==> src/rtl/serial_demux_pkg.sv <==
// rtl/serial_demux_pkg.sv - shared types for the serial packet demultiplexer
package serial_demux_pkg;

    typedef enum logic [1:0] {
        ST_IDLE    = 2'd0,
        ST_SYNC    = 2'd1,
        ST_HEADER  = 2'd2,
        ST_PAYLOAD = 2'd3
    } demux_state_t;

endpackage

==> src/rtl/serial_header_shift.sv <==
// rtl/serial_header_shift.sv - sentinel-terminated header shift register
module serial_header_shift #(
    parameter int HDR_W = 6
) (
    input  logic             clk,
    input  logic             rst,
    input  logic             shift_en,
    input  logic             clear,
    input  logic             ser_in,
    output logic [HDR_W-1:0] hdr,
    output logic             full
);

    // A single 1 at the MSB marks an empty register; once it has walked down
    // to bit 0, the bit being shifted in now is the last header bit.
    localparam logic [HDR_W-1:0] SENTINEL = HDR_W'(1) << (HDR_W - 1);

    logic [HDR_W-1:0] hdr_q;

    // Shift new bits in at the MSB; clear (or reset) re-arms the sentinel.
    always_ff @(posedge clk or posedge rst) begin
        if (rst) begin
            hdr_q <= SENTINEL;
        end else if (clear) begin
            hdr_q <= SENTINEL;
        end else if (shift_en) begin
            hdr_q <= {ser_in, hdr_q[HDR_W-1:1]};
        end
    end

    // The completed header includes the bit currently on the wire, so the
    // top can latch it on the same edge that consumes the final bit.
    assign hdr  = {ser_in, hdr_q[HDR_W-1:1]};
    assign full = shift_en & hdr_q[0];

endmodule

==> src/rtl/serial_packet_demux.sv <==
// rtl/serial_packet_demux.sv - serial packet receiver steering payload to per-channel outputs
module serial_packet_demux
    import serial_demux_pkg::*;
#(
    parameter  int NUM_CH    = 4,
    parameter  int LEN_W     = 4,
    parameter  int UNIT_BITS = 8,
    localparam int CH_W      = $clog2(NUM_CH),
    localparam int HDR_W     = CH_W + LEN_W,
    localparam int CNT_W     = LEN_W + $clog2(UNIT_BITS)
) (
    input  logic              clk,
    input  logic              rst,
    input  logic              ser_in,
    input  logic              ser_en,
    input  logic              abort,
    output logic [NUM_CH-1:0] ch_data,
    output logic [NUM_CH-1:0] ch_valid,
    output logic [CH_W-1:0]   cur_ch,
    output logic [CNT_W-1:0]  remaining,
    output logic              busy,
    output logic              done
);

    localparam int UNIT_LOG = $clog2(UNIT_BITS);

    demux_state_t      state_q, state_d;
    logic [NUM_CH-1:0] ch_data_q, ch_data_d;
    logic [NUM_CH-1:0] ch_valid_q, ch_valid_d;
    logic [CH_W-1:0]   cur_ch_q, cur_ch_d;
    logic [CNT_W-1:0]  remaining_q, remaining_d;
    logic              busy_q, busy_d;
    logic              done_q, done_d;

    logic              hdr_shift;
    logic              hdr_clear;
    logic [HDR_W-1:0]  hdr;
    logic              hdr_full;
    logic [LEN_W-1:0]  hdr_len;

    assign hdr_shift = ser_en && !abort && (state_q == ST_HEADER);
    assign hdr_clear = abort || hdr_full;
    assign hdr_len   = hdr[HDR_W-1:CH_W];

    serial_header_shift #(
        .HDR_W (HDR_W)
    ) u_hdr (
        .clk      (clk),
        .rst      (rst),
        .shift_en (hdr_shift),
        .clear    (hdr_clear),
        .ser_in   (ser_in),
        .hdr      (hdr),
        .full     (hdr_full)
    );

    // Next-state, counter and output steering; everything holds unless a bit is strobed.
    always_comb begin
        state_d     = state_q;
        cur_ch_d    = cur_ch_q;
        remaining_d = remaining_q;
        ch_data_d   = '0;
        ch_valid_d  = '0;
        done_d      = 1'b0;

        if (abort) begin
            state_d     = ST_IDLE;
            remaining_d = '0;
        end else if (ser_en) begin
            unique case (state_q)
                ST_IDLE: begin
                    if (ser_in) state_d = ST_SYNC;
                end
                ST_SYNC: begin
                    if (!ser_in) state_d = ST_HEADER;
                end
                ST_HEADER: begin
                    if (hdr_full) begin
                        cur_ch_d = hdr[CH_W-1:0];
                        if (hdr_len == '0) begin
                            state_d = ST_IDLE;
                            done_d  = 1'b1;
                        end else begin
                            remaining_d = CNT_W'(hdr_len) << UNIT_LOG;
                            state_d     = ST_PAYLOAD;
                        end
                    end
                end
                ST_PAYLOAD: begin
                    ch_valid_d  = NUM_CH'(1) << cur_ch_q;
                    ch_data_d   = ser_in ? (NUM_CH'(1) << cur_ch_q) : '0;
                    remaining_d = remaining_q - CNT_W'(1);
                    if (remaining_q == CNT_W'(1)) begin
                        state_d = ST_IDLE;
                        done_d  = 1'b1;
                    end
                end
                default: state_d = ST_IDLE;
            endcase
        end

        busy_d = (state_d == ST_HEADER) || (state_d == ST_PAYLOAD);
    end

    // State and registered outputs; reset clears them immediately.
    always_ff @(posedge clk or posedge rst) begin
        if (rst) begin
            state_q     <= ST_IDLE;
            cur_ch_q    <= '0;
            remaining_q <= '0;
            ch_data_q   <= '0;
            ch_valid_q  <= '0;
            busy_q      <= 1'b0;
            done_q      <= 1'b0;
        end else begin
            state_q     <= state_d;
            cur_ch_q    <= cur_ch_d;
            remaining_q <= remaining_d;
            ch_data_q   <= ch_data_d;
            ch_valid_q  <= ch_valid_d;
            busy_q      <= busy_d;
            done_q      <= done_d;
        end
    end

    assign ch_data   = ch_data_q;
    assign ch_valid  = ch_valid_q;
    assign cur_ch    = cur_ch_q;
    assign remaining = remaining_q;
    assign busy      = busy_q;
    assign done      = done_q;

endmodule

==> config.mk <==
export PLATFORM = sky130hd
export DESIGN_NAME = serial_packet_demux
export DESIGN_NICKNAME = d
export VERILOG_FILES = /design/src/rtl/serial_demux_pkg.sv /design/src/rtl/serial_header_shift.sv /design/src/rtl/serial_packet_demux.sv
export SDC_FILE = /design/constraint.sdc
export NUM_CORES = 1
export LEC_CHECK = 0
export BUFFER_PORTS_ARGS = -buffer_cell sky130_fd_sc_hd__buf_2
export CAP_MARGIN = 15
export CORE_UTILIZATION = 57
export DETAILED_ROUTE_END_ITERATION = 12
export GPL_TIMING_DRIVEN = 0
export PLACE_DENSITY = 0.82
export SLEW_MARGIN = 25
export SYNTH_ARGS = -nofsm -noshare
export SYNTH_HDL_FRONTEND = slang
export SYNTH_SLANG_ARGS = --single-unit
==> constraint.sdc <==
create_clock -name clk -period 2.5 [get_ports clk]
set_clock_uncertainty 0.15 [all_clocks]
set_input_delay 0.375 -clock clk [delete_from_list [all_inputs] [get_ports clk]]
set_output_delay 0.375 -clock clk [all_outputs]
set_load 0.01 [all_outputs]
* Yosys cells after proc, flatten, opt, wreduce, memory -nomap -nowiden *
Cells that the tools add are included.

cells by class
  $add $sub $neg = 1
  eq/ne operators = 8
  shift operators = 1
  multiplexer cells = 28
  bitwise logic cells = 2
  reduce and logical (&&, ||, !) cells = 12

operators by type and width
  operator                                             count
  two-way mux 4 bit                                    7
  two-way mux 7 bit                                    4
  two-way mux 2 bit                                    7
  one-hot mux 7 bit (2 select lines)                   1
  two-way mux 6 bit                                    2
  equality test 2 bit, second input constant           4
  one-hot mux 2 bit (4 select lines)                   1
  AND reduction 4 bit                                  2
  equality test 7 x 1 -> 1 bit, second input constant  1
  subtractor 7 x 1 -> 7 bit, second input constant     1
  != test 3 bit, second input constant                 2
  two-way mux 1 bit                                    5
  logical NOT 4 bit                                    1
  nonzero test 2 bit                                   2
  << shifter 1 x 2 -> 4 bit, first input constant      1
  nonzero test 3 bit                                   1
  equality test 2 x 1 -> 1 bit, second input constant  1
  logical AND 1 bit                                    2
  logical NOT 2 bit                                    1
  logical OR 1 bit                                     2
  one-hot mux 1 bit (2 select lines)                   1
  AND 1 bit                                            1
  logical NOT 1 bit                                    1
  NOT 1 bit                                            1

word-level totals
  bits in registers = 27
  output and inout bits = 19

* Depth between registers and ports, before layout *
Gate-level depths: netlist (run 1).

  depth in word-level cells = 10
  depth in mapped cells = 6

* Modules after synthesis *
From an unflattened synthesis (run 1), not the netlist that was laid out.

second synthesis, totals
  cell total of the unflattened synthesis = 131
  area, all modules = 1377.6 µm²

modules (own cells, without submodules)
  module               times used  cells an instance  area an instance (µm²)
  serial_packet_demux  1           104                1073.5
  serial_header_shift  1           27                 304.0

* Worst setup path before layout (run 1) *
OpenSTA, ideal clock, no wires.

  path kind = flip-flop to flip-flop
  start = register state_q[1]
  end = register cur_ch_q[0] (netlist: cur_ch[0])
  setup time = 128 ps
  arrival time = 1271 ps
  path slack = 952 ps
  stages on the path, launching flop included = 5
  clock period less this slack = 1548 ps
  cells stage by stage = dfrtp_1 -> and3b_2 -> and2_2 -> nand2_1 -> mux2_1

on the way
  word-level cells in the longest chain between the ends = 4

RTL lines
  element                          line                                                  RTL
  start: declaration               serial_packet_demux.sv:27                             demux_state_t state_q, state_d;
  start signal: assignment         serial_packet_demux.sv:116                            state_q <= state_d;
  equality test 2 bit *            serial_packet_demux.sv:41, serial_packet_demux.sv:70
  logical AND 1 bit                serial_packet_demux.sv:41                             assign hdr_shift = ser_en && !abort && (state_q == ST_HEADER);
  AND 1 bit                        serial_header_shift.sv:34                             assign full = shift_en & hdr_q[0];
  AND reduction 4 bit (no line) *  n/a
  end signal: assignment           serial_packet_demux.sv:117                            cur_ch_q <= cur_ch_d;
  end: declaration                 serial_packet_demux.sv:30                             logic [CH_W-1:0] cur_ch_q, cur_ch_d;

Mark *: on every way between the ends. The rest lies on a longest branch, timed or not.
A chain may end at the register's enable or synchronous reset.

* Worst setup path after layout (run 1) *
  start = register remaining_q[0] (netlist: remaining[0])
  end = register remaining_q[4] (netlist: remaining[4])

on the way
  word-level cells in the longest chain between the ends = 4

RTL lines
  element                             line                        RTL
  start: declaration                  serial_packet_demux.sv:31   logic [CNT_W-1:0] remaining_q, remaining_d;
  start signal: assignment            serial_packet_demux.sv:118  remaining_q <= remaining_d;
  subtractor 7 x 1 -> 7 bit           serial_packet_demux.sv:92   remaining_d = remaining_q - CNT_W'(1);
  one-hot mux 7 bit (2 select lines)  serial_packet_demux.sv:70   unique case (state_q)
  two-way mux 7 bit                   serial_packet_demux.sv:69   end else if (ser_en) begin
  two-way mux 7 bit                   serial_packet_demux.sv:66   if (abort) begin

No other way between the ends. The select of a mux whose other input is x is not followed.

==> results of run 1 <==
==> final timing paths <==
| check | slack, ns | from | cells after the start | to |
|---|---|---|---|---|
| max in group asynchronous | 1.37 | rst | 3 | u_hdr.hdr_q[5] |
| setup / recovery | 0.80 | remaining[0] | 6 | remaining[4] |
| hold reg to reg | 0.40 | u_hdr.hdr_q[1] | 1 | cur_ch[0] |
| setup reg to reg | 0.80 | remaining[0] | 6 | remaining[4] |
| hold / removal | 0.20 | ser_in | 3 | ch_data[1] |
| min in group asynchronous | 0.46 | rst | 3 | busy |
==> per-layer routing <==
layer  up-vias  GRT usage
met3         5     0.0343
met4         0      0.108
met1       506      0.330
met5         -          0
met2        30      0.363
li1        516          -
==> placed cells by master, fill, tap and decap left out, types with 2 or more instances in the layout <==
cell       n
inv_1      5
clkbuf_4   3
dfrtp_1   26
inv_2      2
nor2_1    12
o21ai_0    8
o31ai_1    2
nand3_1    4
mux2_1     2
a31oi_1    3
a31o_2     2
nor3_1     3
nand2b_1   5
a21oi_1    8
buf_2     24
nand4_1    2
ha_1       2
nand2_1   13
o22ai_1    4
nand3b_1   5
and2_1     2
==> worst max-delay path: stages (launching register included) <==
cell     delay [ns]
dfrtp_1        0.45
inv_1          0.10
ha_1           0.16
nor2b_1        0.27
nor4b_1        0.28
a21oi_1        0.06
o22ai_1        0.16
==> flip-flops by register name (all words and copies together), names as in the netlist <==
signal,cells
remaining,7
u_hdr.hdr_q,6
ch_data,4
ch_valid,4
cur_ch,2
state_q,2
busy,1
done,1
==> repair_timing <==
action,4_1_cts,5_1_grt
endpoints found under the hold margin,0,26
hold buffers,0,1
setup endpoints to repair,0,0
==> power breakdown <==
part	internal (mW)	switching [mW]	leakage [nW]	total (mW)
sequential	0.440	0.00266	0.373	0.443
clock	0.0613	0.132	0.0139	0.193
combinational	0.0131	0.0260	0.301	0.0391
==> area by class of cell <==
cell class / count / area [sq um] / area share
flip-flops and latches: 27 / 677 / 0.468
clock buffers: 3 / 22.5 / 0.0156
clock inverters: 1 / 7.51 / 0.00519
plain buffers: 5 / 26.3 / 0.0182
multi-input cells: 91 / 534 / 0.369
repair buffers: 23 / 120 / 0.0830
well taps: 27 / 33.8 / 0.0233
inverters: 7 / 26.3 / 0.0182
==> kinds of logic after synthesis <==
| kind of cell | share of synthesized area |
|---|---|
| AOI/OAI and AO/OA | 0.162 |
| DFF | 0.536 |
| adders and majority gates | 0.0198 |
| muxes | 0.0178 |
| buffers and inverters | 0.0416 |
| and+or+nand+nor | 0.223 |
==> impl_metrics.toml, run 1 <==
[global_route]
grt_pass1_wl_um = 4350
grt_max_degree = 28
grt_usage = 0.236
grt_pass1_vias = 966
antenna_found_initial = 0
grt_overflow = 0

[cts]
clockBufferDepth = 2
cts.sinks = 27
cts_buffers = 3
clk_latency_ns = 0.33
cts_setup_buffers = 0
clkTransAtPathRegs_ns = 0.15
htree_levels = 1
tritoncts = "built"
cts-resized-gates = 0
cts-root-buf = "clkbuf_4"

[power_and_ir_drop]
p_per_area_nw_per_um2 = 466
total_power_mw = 0.675
peakVddDrop_mv = 0.402
p_leak_nw = 0.688

[route]
highest_layer = "met4"
avgRoutedWirePerCell_um = 13.4
dr_wl_met2_um = 1190
via_per_inst = 5.74
drt_iter0_drc = 29
finalWirelength_um = 2460
dr.pass1.iters = 4
drc = 0
final_antenna_net_count = 0
wl_met3_um = 85
routedLengthMet1_um = 1140
vias = 1057

[synth]
synth_top_area_frac = 0.515
ys_async_sr_fraction = 1.00
synth_commonest_cells = "dfrtp_1, nand2_1, nor2_1"
synth_edf_count = 0
synth_cell_types = 38
synth_area_per_cell_sq_um = 9.72
synth_ff_type = "dfrtp_1"
synthTopCellsByArea = "dfrtp_1, nand2_1, nor2_1, a21oi_1, o21ai_0"
syn_area_sq_um = 1260
synth_top_cell_by_area = "dfrtp_1"
synth-seq-area-share = 0.536
ys_seq_elements = 27
synthCells = 130
yosysWarningCount = 0
syn_nets = 137
yosysMostFrequentCell = "dfrtp_1"

[layout]
post-route-util = 0.716
drive_above_1_share = 0.242
final-instance-count-excl-fill = 184
fin_area_sq_um = 1450
diodes = 0
fillCellCount = 151
syn_to_final_growth_pct = 14.6
final_nets = 165

[timing]
max_freq_mhz = 587
post-route-min-period_ns = 1.70
fin_ws_ns = 0.798
drv_slew = 0
hold_violations = 0
rsz0062_at_grt = "no"
tns_ns = 0
setup_viol = 0
slew_headroom = 0.644
fin_hold_ws_ns = 0.197
worst_pin_slew_ns = 0.533
period_share = 0.681

[place]
io_buffers = 22
dp_hpwl_um = 1810
placedCellCount = 179
place_congestion = 0.801
pre_cts_slack_ns = 0.768
dpl_cell_area_sq_um = 1410

[floorplanning]
die_h_um = 49.1
fp.dieArea_sq_um = 2410
core_sq_um = 2020
start_util = 0.625
num_rows = 16
num_io_pins = 24
fp.dieW_um = 49.1

[critical_path]
start_kind = "flip-flop"
cp_max_fo = 5
critPathArrivalTime_ns = 1.81
path_class = "reg2reg"
cp_data_required_time_ns = 2.61
crit_path_end_kind = "flip-flop"

[run_status]
outcome = "finished, final reports clean"

[flow_run]
drv_cap = 0

[worst_hold_path]
hp-class = "in2reg"
Power figures use the tool's default switching activity.
==> inputs of run 2 (changes only) <==
--- a/config.mk
+++ b/config.mk
@@ -7,10 +7,10 @@
 export LEC_CHECK = 0
 export BUFFER_PORTS_ARGS = -buffer_cell sky130_fd_sc_hd__buf_2
 export CAP_MARGIN = 15
-export CORE_UTILIZATION = 57
+export CORE_UTILIZATION = 48
 export DETAILED_ROUTE_END_ITERATION = 12
 export GPL_TIMING_DRIVEN = 0
-export PLACE_DENSITY = 0.82
+export PLACE_DENSITY = 0.73
 export SLEW_MARGIN = 25
 export SYNTH_ARGS = -nofsm -noshare
 export SYNTH_HDL_FRONTEND = slang
==> constraint.sdc (replaced) <==
create_clock -name clk -period 1.5 [get_ports clk]
set_clock_uncertainty 0.15 [all_clocks]
set_input_delay 0.225 -clock clk [delete_from_list [all_inputs] [get_ports clk]]
set_output_delay 0.225 -clock clk [all_outputs]
set_load 0.01 [all_outputs]
==> impl_metrics.toml, run 2 (same netlist as run 1, synthesis figures left out) <==
[run_status]
outcome = "complete, but fails checks"
violations = "setup timing"

[timing]
post-route-min-period_ns = 1.65
fin_ws_ns = -0.149
period_share = 1.10
setup_viol = 11
slew_headroom = 0.629
hold_violations = 0
drv_slew = 0
rsz0062_at_grt = "yes"
worst_pin_slew_ns = 0.555
fin_hold_ws_ns = 0.0570
tns_ns = -0.913
max_freq_mhz = 606

[cts]
tritoncts = "built"
clkTransAtPathRegs_ns = 0.15
htree_levels = 1
cts_buffers = 3
cts.sinks = 27
cts-root-buf = "clkbuf_4"
clockBufferDepth = 2
clk_latency_ns = 0.34

[floorplanning]
fp.dieArea_sq_um = 2840
fp.dieW_um = 53.3
start_util = 0.510
num_rows = 18
core_sq_um = 2480
die_h_um = 53.3
num_io_pins = 24

[power_and_ir_drop]
p_per_area_nw_per_um2 = 701
peakVddDrop_mv = 0.594
clock_power_share = 0.284
combPwrFrac = 0.073
intPower_mw = 0.866
p_leak_nw = 0.806
seqPwrFrac = 0.644
swShare = 0.244
total_power_mw = 1.15
power.net_switching_mw = 0.280

[critical_path]
start_kind = "flip-flop"
crit_path_end_kind = "flip-flop"
cp_max_fo = 5
critPathArrivalTime_ns = 1.78
cp_data_required_time_ns = 1.63
path_class = "reg2reg"

[place]
placedCellCount = 182
dp_hpwl_um = 1910
pre_cts_slack_ns = -0.159
place_congestion = 0.880
io_buffers = 22
dpl_cell_area_sq_um = 1420

[route]
vias = 1110
avgRoutedWirePerCell_um = 15.8
finalWirelength_um = 3130
drc = 0
dr.pass1.iters = 4
via_per_inst = 5.61
drt_iter0_drc = 24
final_antenna_net_count = 0

[layout]
final-instance-count-excl-fill = 198
syn_to_final_growth_pct = 29.3
fillCellCount = 214
final_nets = 176
fin_area_sq_um = 1630
layout_common_cells = "dfrtp_1, buf_2, buf_4, nor2_1, nand2_1"
drive_above_1_share = 0.381
diodes = 0
largest_reg_flops = 7
layout_commonest_cell = "dfrtp_1"
post-route-util = 0.660

[worst_hold_path]
hp-class = "in2reg"

[global_route]
grt_pass1_wl_um = 4670
grt_usage = 0.232
antenna_found_initial = 0
grt_max_degree = 28
grt_pass1_vias = 1039
grt_overflow = 0

[flow_run]
drv_cap = 0
==> run 2: cell types whose count changed in the layout (fill, tap and decap cells not counted), moves of 2 or more <==
| cell | change |
|---|---|
| mux2_4 | +2 |
| mux2_1 | -2 |
| o21ai_1 | +3 |
| nor3_1 | -2 |
| buf_4 | +11 |
| o21ai_0 | -3 |
==> run 2: cell type report <==
class / count / area (sq um) / area share
flip-flops and latches: 27 / 678 / 0.415
multi-input cells: 91 / 629 / 0.385
repair buffers: 34 / 203 / 0.124
well taps: 30 / 37.5 / 0.0230
plain buffers: 5 / 32.5 / 0.0199
inverters: 7 / 26.3 / 0.0161
clock buffers: 3 / 22.5 / 0.0138
clock inverters: 1 / 5.00 / 0.00306
==> run 2: worst paths after layout <==
check,from,end,slack (ns),depth (start not counted)
max,u_hdr.hdr_q[5],remaining[1],-0.15,4
min,ser_in,u_hdr.hdr_q[5],0.06,3
max reg2reg,u_hdr.hdr_q[5],remaining[1],-0.15,4
min reg2reg,cur_ch[0],ch_valid[0],0.40,1
max in group asynchronous,rst,state_q[1],0.49,3
min in group asynchronous,rst,remaining[2],0.31,3
==> run 2: worst max-delay path, stage by stage, from the launching register on <==
cell and delay, ns:
dfstp_2 0.58, o41a_1 0.27, a21oi_4 0.11, or3_4 0.38, a21oi_2 0.11
==> run 2: power groups by stage <==
stage	Sequential [mW]	Clock, mW	Combinational (mW)
3_3_place_gp	0.751	0	0.0624
3_5_place_dp	0.752	0	0.0647
4_1_cts	0.737	0.331	0.0710
5_1_grt	0.738	0.348	0.0919
6_report	0.737	0.325	0.0831
2_1_floorplan	0.751	0	0.0446
==> run 2: what timing repair did <==
action                                  CTS  global route
resized for setup                         7            18
endpoints found under the hold margin    26            26
endpoints found under the setup margin   18            18
buffers inserted                          7             4
pin swaps                                 8             7
==> run 2: per-layer routing <==
layer	wire length, um	part of all wire	vias to the layer above	GRT usage
li1	-	-	536	-
met1	1350	0.43	545	0.287
met2	1600	0.51	21	0.390
met3	72	0.023	8	0.0259
met4	113	0.036	0	0.123
met5	0	0	-	0
